[src/rtl/rca.sv]
// Registered ripple-carry adder: {cout, s} = a + b + cin through a chain of
// full-adder cells, with a signed-overflow flag, all registered with 1-cycle latency.
module rca #(
    parameter int WIDTH = 4
) (
    input  logic             clk,
    input  logic             rst,
    input  logic [WIDTH-1:0] a,
    input  logic [WIDTH-1:0] b,
    input  logic             cin,
    input  logic             in_valid,
    output logic [WIDTH-1:0] s,
    output logic             cout,
    output logic             ovf,
    output logic             out_valid
);

    // Valid semantics: an operation is accepted on every rising edge where
    // in_valid=1 (no backpressure); out_valid is high for exactly the cycle
    // after each accepted operation and s/cout/ovf hold otherwise.

    logic [WIDTH:0]   carry;
    logic [WIDTH-1:0] sum;
    logic             ovf_next;

    assign carry[0] = cin;

    for (genvar i = 0; i < WIDTH; i++) begin : g_cell
        logic p;
        assign p            = a[i] ^ b[i];
        assign sum[i]       = p ^ carry[i];
        assign carry[i + 1] = (a[i] & b[i]) | (p & carry[i]);
    end

    // Carry into the MSB vs. carry out of it; for WIDTH=1 the former is cin.
    assign ovf_next = carry[WIDTH - 1] ^ carry[WIDTH];

    always_ff @(posedge clk) begin
        if (rst) begin
            s         <= '0;
            cout      <= 1'b0;
            ovf       <= 1'b0;
            out_valid <= 1'b0;
        end else begin
            out_valid <= in_valid;
            if (in_valid) begin
                s    <= sum;
                cout <= carry[WIDTH];
                ovf  <= ovf_next;
            end
        end
    end

endmodule

[config.mk]
export PLATFORM = sky130hd
export DESIGN_NAME = rca
export DESIGN_NICKNAME = d
export VERILOG_FILES = /design/src/rtl/rca.sv
export SDC_FILE = /design/constraint.sdc
export NUM_CORES = 1
export LEC_CHECK = 0
export ABC_AREA = 1
export BUFFER_PORTS_ARGS = -buffer_cell sky130_fd_sc_hd__buf_2
export CORE_AREA = 2 2 39 41
export CTS_CLUSTER_DIAMETER = 40
export DETAILED_ROUTE_END_ITERATION = 8
export DIE_AREA = 0 0 41 43
export PLACE_DENSITY = 0.63
export SYNTH_ARGS = -nofsm -noshare
export SYNTH_HDL_FRONTEND = slang
export SYNTH_SLANG_ARGS = --single-unit
[constraint.sdc]
create_clock -name clk -period 3.5 [get_ports clk]
set_input_delay 0.7 -clock clk [delete_from_list [all_inputs] [get_ports clk]]
set_output_delay 0.7 -clock clk [all_outputs]
set_load 0.01 [all_outputs]
# Yosys cells after proc, flatten, opt, wreduce, memory -nomap -nowiden
# Cells that the tools add are included.
# Widths: inputs -> output; s select.
# totals
reg_bits	7
inputBits	12
out_inout_bits	7
# classes
bitwise	21
# ops
operator	count
$xor 1x1->1	9
$and 1x1->1	8
$or 1x1->1	4

# Logic depth before layout (Yosys ltp)
# Gate-level depths: netlist (run 1).
# depth
depth_word	10
depth_mapped	11

# Worst setup path after synthesis (run 1)
# No wires, ideal clock.
# synth_path
kind	input to register
startpoint	input port a[0]
endpoint	register s[3]
setup_ns	0.064
arrival_ns	2.363
required_ns	3.436
setup_slack_ns	1.073
stages	10
path_cell_list	inv_1 -> fa_1 -> inv_1 -> fa_1 -> fa_1 -> inv_1 -> fa_1 -> nand2_1 -> nand2_1 -> nor2_1
# synth_between
elab_chain_cells	8
word_cells_on_any_way	9
classes_between	bitwise: 9
# synth_lines
item	line_no	source
from (decl)	8	input logic [WIDTH-1:0] a,
$xor 1x1->1	30	assign p = a[i] ^ b[i];
$and 1x1->1	32	assign carry[i + 1] = (a[i] & b[i]) | (p & carry[i]);
$or 1x1->1 (*)	32	
$and 1x1->1 (*)	32	
$or 1x1->1 (*)	32	
$and 1x1->1 (*)	32	
$or 1x1->1 (*)	32	
$xor 1x1->1 (*)	31	assign sum[i] = p ^ carry[i];
to (signal assigned)	47	s <= sum;
to (decl)	12	output logic [WIDTH-1:0] s,
# Every way passes the cells marked *; elsewhere a longest branch is shown, timed or not.
# A chain may end at the register's enable or synchronous reset.

# Worst setup path after layout (run 1)
# Same ends and word-level chain as after synthesis.

==> results of run 1 <==
## logic make-up after synthesis
| kind of cell | after synthesis | share of synthesized area, % |
|---|---|---|
| AO/OA/AOI/OAI | 3 | 6.605 |
| flip-flops | 7 | 35.22 |
| adder cells (fa/ha/maj) | 4 | 20.13 |
| buffers and inverters | 10 | 14.78 |
| AND/OR/NAND/NOR | 22 | 23.27 |
## power breakdown
group / internal (W) / total (W) / leakage (nW) / switching [W]
clock network: 0.0000434 / 0.0000721 / 0.0150 / 0.0000286
logic: 0.0000231 / 0.0000484 / 0.218 / 0.0000253
registers: 0.0000868 / 0.0000903 / 0.0582 / 0.00000345
total: 0.000153 / 0.000211 / 0.291 / 0.0000574
## per-stage QoR
step / power [W] / hold WS [ns] / instance area, um2
floorplan: 0.0001246 / 0.4924 / 397.9
global placement: 0.0001403 / 0.4544 / 496.7
detailed placement: 0.0001410 / 0.4602 / 496.7
CTS: 0.0002148 / 0.4671 / 523.0
global route: 0.0002286 / 0.4936 / 523.0
finish: 0.0002107 / 0.4667 / 523.0
## flip-flops by register name, summed over array words and instances, names as in the netlist
signal	flops
out_valid	1
ovf	1
s	4
cout	1
## layout by cell type (no fill, tap or decap)
master and count:
sky130_fd_sc_hd__inv_1 8, sky130_fd_sc_hd__buf_2 18, sky130_fd_sc_hd__fa_1 4, sky130_fd_sc_hd__o21ai_2 3, sky130_fd_sc_hd__dfxtp_1 7, sky130_fd_sc_hd__clkbuf_4 3
sky130_fd_sc_hd__clkbuf_1 1, sky130_fd_sc_hd__nor2_2 3, sky130_fd_sc_hd__nand2_2 1, sky130_fd_sc_hd__nand2_1 7, sky130_fd_sc_hd__bufinv_8 1, sky130_fd_sc_hd__nor2_1 11
## how the worst max path moves through the flow
stage / from / end / cells past startpoint
3_3_place_gp: a[0] / s[3] / 11
3_5_place_dp: a[0] / s[3] / 11
4_1_cts: a[0] / s[3] / 11
2_1_floorplan: a[0] / s[3] / 10
5_1_grt: a[0] / s[3] / 11
6_report: a[0] / s[3] / 11
## critical path, delay by kind of cell
kind / cells / cell delay (ns)
AND/OR/NAND/NOR: 3 / 0.19
adder cells (fa/ha/maj): 4 / 1.35
buffers and inverters: 4 / 0.28
## layer usage
| layer | up-vias | track usage, % | routed length [um] | share of wire (%) |
|---|---|---|---|---|
| li1 | 172 | - | - | - |
| met3 | 2 | 4.712 | 55 | 8.9 |
| met4 | 0 | 4.000 | 8 | 1.3 |
| met1 | 120 | 10.75 | 312 | 50 |
| met5 | - | 0 | 0 | 0 |
| met2 | 13 | 13.13 | 245 | 39 |
## area by class of cell
type                       instances  area [um2]
sequential                         7       140.1
tap                               16       20.02
multi-input combinational         29       198.9
clock buffer                       4       26.28
timing repair buffer              18       90.09
inverter                           9       47.55
fill                             155       860.8
==> results.py, run 1 <==
metrics = {
    "cts": {
        "cts_max_level": 1,
        "cts_resized": 0,
        "worst_setup_hold_path_clk_slew_ns": 0.05,
        "cts-root-to-sink-buffers": 2,
        "post-cts-setup-buffer-count": 0,
        "cts.hold.buffers_added": 0,
        "tritoncts_num_sinks": 7,
        "numCtsBuffers": 3,
        "cts_root_buffer": "sky130_fd_sc_hd__clkbuf_4",
        "clkLatencyLatePin_ns": 0.25,
        "cts_tree": "yes",
    },
    "logic_synthesis": {
        "ys_warn_count": 0,
        "yosys.cell_count.top_type": "sky130_fd_sc_hd__nor2_1",
        "synth_largest_type_area_fraction_pct": 35.22,
        "synth.top_cells.by_area": "sky130_fd_sc_hd__dfxtp_1 35%, sky130_fd_sc_hd__fa_1 20%, sky130_fd_sc_hd__nor2_1 10%",
        "syn-instance-count": 46,
        "async_flop_share_pct": 0,
        "dominantRegCellSynth": "sky130_fd_sc_hd__dfxtp_1",
        "postSynthAreaPerCell_um2": 8.650,
        "yosysTopAreaCell": "sky130_fd_sc_hd__dfxtp_1",
        "yosys.cell_types.count": 10,
        "synth.cell_area_um2": 397.9,
        "postSynthNetCount": 62,
        "ys_seq_area_share_pct": 35.22,
        "ys_top_cells_by_count": "11 x sky130_fd_sc_hd__nor2_1, 8 x sky130_fd_sc_hd__inv_1, 7 x sky130_fd_sc_hd__dfxtp_1, 7 x sky130_fd_sc_hd__nand2_1, 4 x sky130_fd_sc_hd__fa_1",
        "postSynthRegisterBits": 7,
        "synth_enable_flop_cells": 0,
    },
    "drt": {
        "via_count": 307,
        "first_iter_violations": 4,
        "detail_route.first_pass.iterations": 4,
        "viasPerCell": 3.699,
        "detail_route.wirelength_um": 621,
        "detail-route-antenna-nets": 0,
        "drc": 0,
        "avgRoutedWirePerCell_um": 7.482,
    },
    "placed_design": {
        "io_buffer_count": 18,
        "dp_hpwl_um": 519.6,
        "final_estimated_routing_congestion_in_global_placement": 0.6536,
        "post-place-ws_ns": 0.8872,
        "dpl.cell_count": 79,
    },
    "setup_path": {
        "timing.reg2reg.setup_slack_ns": 2.91,
        "critical-path-max-stage-delay_ns": 0.41,
        "critical-path-slowest-cell": "sky130_fd_sc_hd__fa_1",
        "critical_path.most_common_cell": "sky130_fd_sc_hd__fa_1",
        "number_of_cells_on_the_worst_reg_to_reg_path": 2,
        "startpoint_type": "input port",
        "worstPathRequired_ns": 3.69,
        "cp_max_fo": 3,
        "regToRegEndpoint": "ovf",
        "critical_path.cell_chain": "buf_2 > inv_1 > fa_1 > inv_1 > fa_1 > fa_1 > inv_1 > fa_1 > nand2_1 > nand2_1 > nor2_1",
        "timing_worst_setup_path_type": "input port to register",
        "reg2reg_launch_point": "ovf",
        "crit_arrival_ns": 2.53,
        "endpoint_kind": "register",
    },
    "floorplan": {
        "floorplan.core_area_mm2": 0.001384,
        "boundaryPins": 19,
        "fp.dieW_um": 41,
        "initial_core_util_pct": 28.75,
        "die_span_in_y_um": 43,
        "total_die_area_mm2": 0.001763,
        "placementRows": 14,
    },
    "layout": {
        "synthToLayoutAreaGrowth_pct": 31.45,
        "final_standard_cell_utilization_of_the_core_pct": 37.79,
        "final_cells": 83,
        "nNetsFinal": 84,
        "diodes": 0,
        "drive_above_1_share_pct": 43.28,
    },
    "timing": {
        "finalWorstSetupSlack_ns": 1.161,
        "timing_hold_violations_final": 0,
        "fin_tns_setup_ns": 0,
        "setup-violations-final": 0,
        "post-route-min-period_ns": 2.339,
        "fmax_mhz": 427.6,
        "unrepaired_setup_endpoints_after_global_routing": "no",
        "post-route-period-util_pct": 66.82,
        "relSlewSlack_pct": 84.10,
        "number_of_max_slew_violations_in_the_final_report": 0,
        "skew_ns": 0,
        "timing_worst_slew_pin_value_ns": 0.2385,
    },
    "grt": {
        "antenna_found_initial": 0,
        "global_route.usage.total_pct": 9.073,
        "grt_pass1_wl_mm": 1.083,
        "grt_max_degree": 12,
        "first_global_vias": 291,
        "grt_overflow": 0,
    },
    "status": {
        "run_status": "complete, no violations",
    },
    "worst_hold_path": {
        "hold_depth": 2,
        "holdCritPathClass": "register to register",
        "hold_path_startpoint": "s[3]",
        "min_to": "s[3]",
    },
    "pwr": {
        "static-leakage-power_nw": 0.2909,
        "power-per-cell-area_mw_per_mm2": 402.9,
        "ir_worst_vdd_uv": 109.6,
    },
    "job": {
        "max_cap_violations": 0,
    },
}
Note: power is estimated with default switching activity, not from simulation.
==> inputs of run 2 (changes only) <==
--- a/config.mk
+++ b/config.mk
@@ -11,7 +11,7 @@
 export CTS_CLUSTER_DIAMETER = 40
 export DETAILED_ROUTE_END_ITERATION = 8
 export DIE_AREA = 0 0 41 43
-export PLACE_DENSITY = 0.63
+export PLACE_DENSITY = 0.65
 export SYNTH_ARGS = -nofsm -noshare
 export SYNTH_HDL_FRONTEND = slang
 export SYNTH_SLANG_ARGS = --single-unit
==> constraint.sdc (replaced) <==
create_clock -name clk -period 2.1 [get_ports clk]
set_input_delay 0.42 -clock clk [delete_from_list [all_inputs] [get_ports clk]]
set_output_delay 0.42 -clock clk [all_outputs]
set_load 0.01 [all_outputs]
==> results.py, run 2 (synthesis gave the netlist of run 1 again) <==
metrics = {
    "layout": {
        "most-common-layout-cells": "18 x sky130_fd_sc_hd__buf_2, 11 x sky130_fd_sc_hd__nor2_1, 8 x sky130_fd_sc_hd__inv_1",
        "synthToLayoutAreaGrowth_pct": 34.59,
        "diodes": 0,
        "final_cells": 84,
        "largest_reg_flops": 4,
        "nNetsFinal": 85,
        "drive_above_1_share_pct": 47.06,
        "num-fill-cells": 146,
        "finish.instance_area_um2": 535.5,
        "registers.top_by_ff_count": "s",
        "register_area_um2": 140.1,
        "multi_input_gate_area_in_the_final_layout_um2": 203.9,
        "final_standard_cell_utilization_of_the_core_pct": 38.70,
        "final_common_cell": "sky130_fd_sc_hd__buf_2",
    },
    "setup_path": {
        "number_of_cells_on_the_worst_reg_to_reg_path": 2,
        "worstPathRequired_ns": 2.25,
        "endpoint_kind": "register",
        "crit_arrival_ns": 2.11,
        "timing.reg2reg.setup_slack_ns": 1.52,
        "startpoint_type": "input port",
        "timing_worst_setup_path_type": "input port to register",
        "regToRegEndpoint": "ovf",
        "cp_max_fo": 3,
        "reg2reg_launch_point": "ovf",
    },
    "drt": {
        "detail_route.wirelength_um": 678,
        "first_iter_violations": 7,
        "drc": 0,
        "viasPerCell": 3.940,
        "via_count": 331,
        "detail_route.first_pass.iterations": 4,
        "avgRoutedWirePerCell_um": 8.071,
        "detail-route-antenna-nets": 0,
    },
    "floorplan": {
        "fp.dieW_um": 41,
        "floorplan.core_area_mm2": 0.001384,
        "placementRows": 14,
        "total_die_area_mm2": 0.001763,
        "initial_core_util_pct": 28.75,
        "boundaryPins": 19,
        "die_span_in_y_um": 43,
    },
    "timing": {
        "timing_hold_violations_final": 0,
        "unrepaired_setup_endpoints_after_global_routing": "no",
        "post-route-period-util_pct": 93.17,
        "number_of_max_slew_violations_in_the_final_report": 0,
        "post-route-min-period_ns": 1.957,
        "setup-violations-final": 0,
        "skew_ns": 0,
        "fmax_mhz": 511.1,
        "final.hold.worst_slack_ns": 0.3452,
        "timing_worst_slew_pin_value_ns": 0.2268,
        "relSlewSlack_pct": 84.88,
    },
    "grt": {
        "antenna_found_initial": 0,
        "first_global_vias": 293,
        "grt_max_degree": 12,
        "global_route.usage.total_pct": 9.606,
        "grt_overflow": 0,
        "grt_pass1_wl_mm": 1.076,
    },
    "pwr": {
        "ir_worst_vdd_uv": 165.5,
        "static-leakage-power_nw": 0.2941,
        "power-per-cell-area_mw_per_mm2": 665.3,
    },
    "cts": {
        "tritoncts_num_sinks": 7,
        "cts.hold.buffers_added": 0,
        "cts_max_level": 1,
        "cts_resized": 0,
        "cts_tree": "yes",
        "cts_root_buffer": "sky130_fd_sc_hd__clkbuf_4",
        "clkLatencyLatePin_ns": 0.25,
        "post-cts-setup-buffer-count": 0,
        "worst_setup_hold_path_clk_slew_ns": 0.05,
        "cts-root-to-sink-buffers": 2,
        "numCtsBuffers": 3,
    },
    "placed_design": {
        "dp_hpwl_um": 544.5,
        "placed_area_um2": 506.7,
        "dpl.cell_count": 80,
        "io_buffer_count": 18,
        "final_estimated_routing_congestion_in_global_placement": 0.6397,
    },
    "worst_hold_path": {
        "hold_path_startpoint": "rst",
        "hold_depth": 2,
        "holdCritPathClass": "input port to register",
        "min_to": "out_valid",
    },
    "status": {
        "run_status": "complete, no violations",
    },
    "job": {
        "max_cap_violations": 0,
    },
}
[run 2: cell types whose count changed in the layout (fill, tap and decap cells not counted), sizes merged]
cell / delta
buf: +1
[run 2: worst max-delay path by stage]
stage | start | to | slack (ns) | cells after the start
CTS | b[0] | s[3] | 0.1 | 11
finish | a[0] | ovf | 0.14 | 12
global placement | a[0] | s[3] | -0.14 | 11
global route | a[0] | ovf | 0.007 | 12
detailed placement | b[0] | s[3] | -0.17 | 11
floorplan | a[0] | s[3] | 0.002 | 10
[run 2: final cells by class]
cell class	count	area share [%]
sequential	7	26.17
multi-input combinational	29	38.08
inverter	9	8.878
tap	16	3.738
clock buffer	4	4.907
timing repair buffer	19	18.22
[run 2: per-layer routing]
metal / up-vias / global-route usage (%) / part of all wire [%]
li1: 175 / - / -
met4: 0 / 8.000 / 3.2
met2: 13 / 15.00 / 48
met5: - / 0 / 0
met1: 140 / 9.539 / 40
met3: 3 / 3.141 / 8.6
[run 2: stage by stage]
step / TNS (ns) / setup slack, ns / power, W
6_report: 0 / 0.1434 / 0.0003563
5_1_grt: 0 / 0.006601 / 0.0003854
3_5_place_dp: -0.3316 / -0.1666 / 0.0002380
4_1_cts: 0 / 0.09571 / 0.0003607
2_1_floorplan: 0 / 0.001826 / 0.0002082
3_3_place_gp: -0.2636 / -0.1398 / 0.0002367
[run 2: power breakdown]
part	leakage, nW	total, W	internal [W]	switching [W]
Combinational	0.221	0.0000842	0.0000410	0.0000432
Sequential	0.0582	0.000150	0.000145	0.00000528
Clock	0.0150	0.000122	0.0000725	0.0000497
[run 2: critical path, cell delays in order]
cell	delay, ns
sky130_fd_sc_hd__buf_2	0.07
sky130_fd_sc_hd__inv_1	0.04
sky130_fd_sc_hd__fa_1	0.40
sky130_fd_sc_hd__inv_1	0.08
sky130_fd_sc_hd__fa_2	0.19
sky130_fd_sc_hd__fa_2	0.19
sky130_fd_sc_hd__inv_1	0.05
sky130_fd_sc_hd__fa_1	0.40
sky130_fd_sc_hd__nand2_1	0.10
sky130_fd_sc_hd__nand2_2	0.05
sky130_fd_sc_hd__nor2_2	0.07
sky130_fd_sc_hd__nor2_1	0.04
==> inputs of run 3 (changes only) <==
--- a/config.mk
+++ b/config.mk
@@ -12,6 +12,7 @@
 export DETAILED_ROUTE_END_ITERATION = 8
 export DIE_AREA = 0 0 41 43
 export PLACE_DENSITY = 0.65
+export RECOVER_POWER = 100
 export SYNTH_ARGS = -nofsm -noshare
 export SYNTH_HDL_FRONTEND = slang
 export SYNTH_SLANG_ARGS = --single-unit
==> results.py, run 3 (synthesis gave the netlist of run 1 again) <==
metrics = {
    "layout": {
        "nNetsFinal": 85,
        "multi_input_gate_area_in_the_final_layout_um2": 203.9,
        "register_area_um2": 140.1,
        "diodes": 0,
        "num-fill-cells": 152,
        "most-common-layout-cells": "11 x sky130_fd_sc_hd__nor2_1, 11 x sky130_fd_sc_hd__buf_2, 8 x sky130_fd_sc_hd__inv_1, 8 x sky130_fd_sc_hd__clkbuf_1",
        "synthToLayoutAreaGrowth_pct": 32.39,
        "largest_reg_flops": 4,
        "final_standard_cell_utilization_of_the_core_pct": 38.07,
        "registers.top_by_ff_count": "s",
        "drive_above_1_share_pct": 36.76,
        "final_cells": 84,
    },
    "drt": {
        "via_count": 331,
        "viasPerCell": 3.940,
        "detail_route.first_pass.iterations": 4,
        "first_iter_violations": 7,
        "detail_route.wirelength_um": 688,
        "drc": 0,
        "detail-route-antenna-nets": 0,
        "avgRoutedWirePerCell_um": 8.190,
    },
    "job": {
        "max_cap_violations": 0,
    },
    "floorplan": {
        "boundaryPins": 19,
        "placementRows": 14,
        "floorplan.core_area_mm2": 0.001384,
        "fp.dieW_um": 41,
        "initial_core_util_pct": 28.75,
        "die_span_in_y_um": 43,
        "total_die_area_mm2": 0.001763,
    },
    "placed_design": {
        "dp_hpwl_um": 544.5,
        "dpl.cell_count": 80,
        "io_buffer_count": 18,
        "final_estimated_routing_congestion_in_global_placement": 0.6397,
    },
    "cts": {
        "clkLatencyLatePin_ns": 0.25,
        "worst_setup_hold_path_clk_slew_ns": 0.05,
        "cts_resized": 0,
        "numCtsBuffers": 3,
        "cts.hold.buffers_added": 0,
        "tritoncts_num_sinks": 7,
        "cts-root-to-sink-buffers": 2,
        "post-cts-setup-buffer-count": 0,
        "cts_max_level": 1,
        "cts_tree": "yes",
        "cts_root_buffer": "sky130_fd_sc_hd__clkbuf_4",
    },
    "setup_path": {
        "critical-path-max-stage-delay_ns": 0.40,
        "startpoint_type": "input port",
        "timing_worst_setup_path_type": "input port to register",
        "worstPathBufferInverterCount": 4,
        "crit_arrival_ns": 2.11,
        "critical-path-top-delay-family": "adder cells",
        "critical_path.cell_chain": "buf_2 > inv_1 > fa_1 > inv_1 > fa_2 > fa_2 > inv_1 > fa_1 > nand2_1 > nand2_2 > nor2_2 > nor2_1",
        "critical_path.most_common_cell": "sky130_fd_sc_hd__inv_1",
        "endpoint_kind": "register",
        "critical-path-slowest-cell": "sky130_fd_sc_hd__fa_1",
        "cp_max_fo": 3,
        "worstPathRequired_ns": 2.25,
    },
    "timing": {
        "skew_ns": 0,
        "post-route-min-period_ns": 1.956,
        "unrepaired_setup_endpoints_after_global_routing": "no",
        "post-route-period-util_pct": 93.16,
        "final.hold.worst_slack_ns": 0.3454,
        "timing_worst_slew_pin_value_ns": 0.2268,
        "fin_tns_setup_ns": 0,
        "setup-violations-final": 0,
        "number_of_max_slew_violations_in_the_final_report": 0,
        "timing_hold_violations_final": 0,
        "relSlewSlack_pct": 84.88,
        "fmax_mhz": 511.2,
    },
    "pwr": {
        "power-per-cell-area_mw_per_mm2": 671.9,
        "static-leakage-power_nw": 0.2686,
        "ir_worst_vdd_uv": 165.4,
    },
    "grt": {
        "grt_max_degree": 12,
        "antenna_found_initial": 0,
        "global_route.usage.total_pct": 9.606,
        "grt_overflow": 0,
        "first_global_vias": 293,
        "grt_pass1_wl_mm": 1.076,
    },
    "worst_hold_path": {
        "holdCritPathClass": "input port to register",
    },
    "status": {
        "run_status": "complete, no violations",
    },
}
[run 3: cell count changes in the layout (fill, tap and decap cells not counted)]
| cell | before | now |
|---|---|---|
| sky130_fd_sc_hd__buf_2 | 18 | 11 |
| sky130_fd_sc_hd__clkbuf_1 | 1 | 8 |
[run 3: cell type report]
class,instances,area share [%]
clock buffer,4,4.988
inverter,9,9.026
timing repair buffer,19,16.86
tap,16,3.800
multi-input combinational,29,38.72
sequential,7,26.60
[run 3: worst reg2reg max path: cells and delay by family, from the launching register on]
kind	cells	cell delay [ns]
simple gates	1	0.05
compound gates	1	0.12
flops	1	0.31
[run 3: path summary, 6_finish.rpt]
| check | start | to | slack, ns | cells past startpoint |
|---|---|---|---|---|
| worst max-delay path | a[0] | ovf | 0.14 | 12 |
| worst min-delay path | rst | out_valid | 0.35 | 2 |
| worst max register to register | ovf | ovf | 1.52 | 2 |
| worst min register to register | s[0] | s[0] | 0.47 | 2 |
[run 3: power by group]
part           internal [W]  leakage [nW]  switching, W
sequential         0.000145        0.0582    0.00000565
combinational     0.0000380         0.195     0.0000433
clock             0.0000725        0.0150     0.0000498
total              0.000255         0.269     0.0000987
[run 3: through the flow]
stage	power (W)	worst slack [ns]	cell area, um2
after floorplan	0.0002082	0.001826	400.4
after global placement	0.0002367	-0.1398	506.7
after detailed placement	0.0002380	-0.1666	506.7
after CTS	0.0003607	0.09571	533.0
after global routing	0.0003827	0.006601	526.8
final	0.0003539	0.1437	526.8
[run 3: metal layers]
layer | vias to the layer above | track usage [%] | part of all wire [%]
met5 | - | 0 | 0
met4 | 0 | 8.000 | 3.2
met3 | 3 | 3.141 | 9.0
met2 | 13 | 15.00 | 47
met1 | 140 | 9.539 | 40
li1 | 175 | - | -
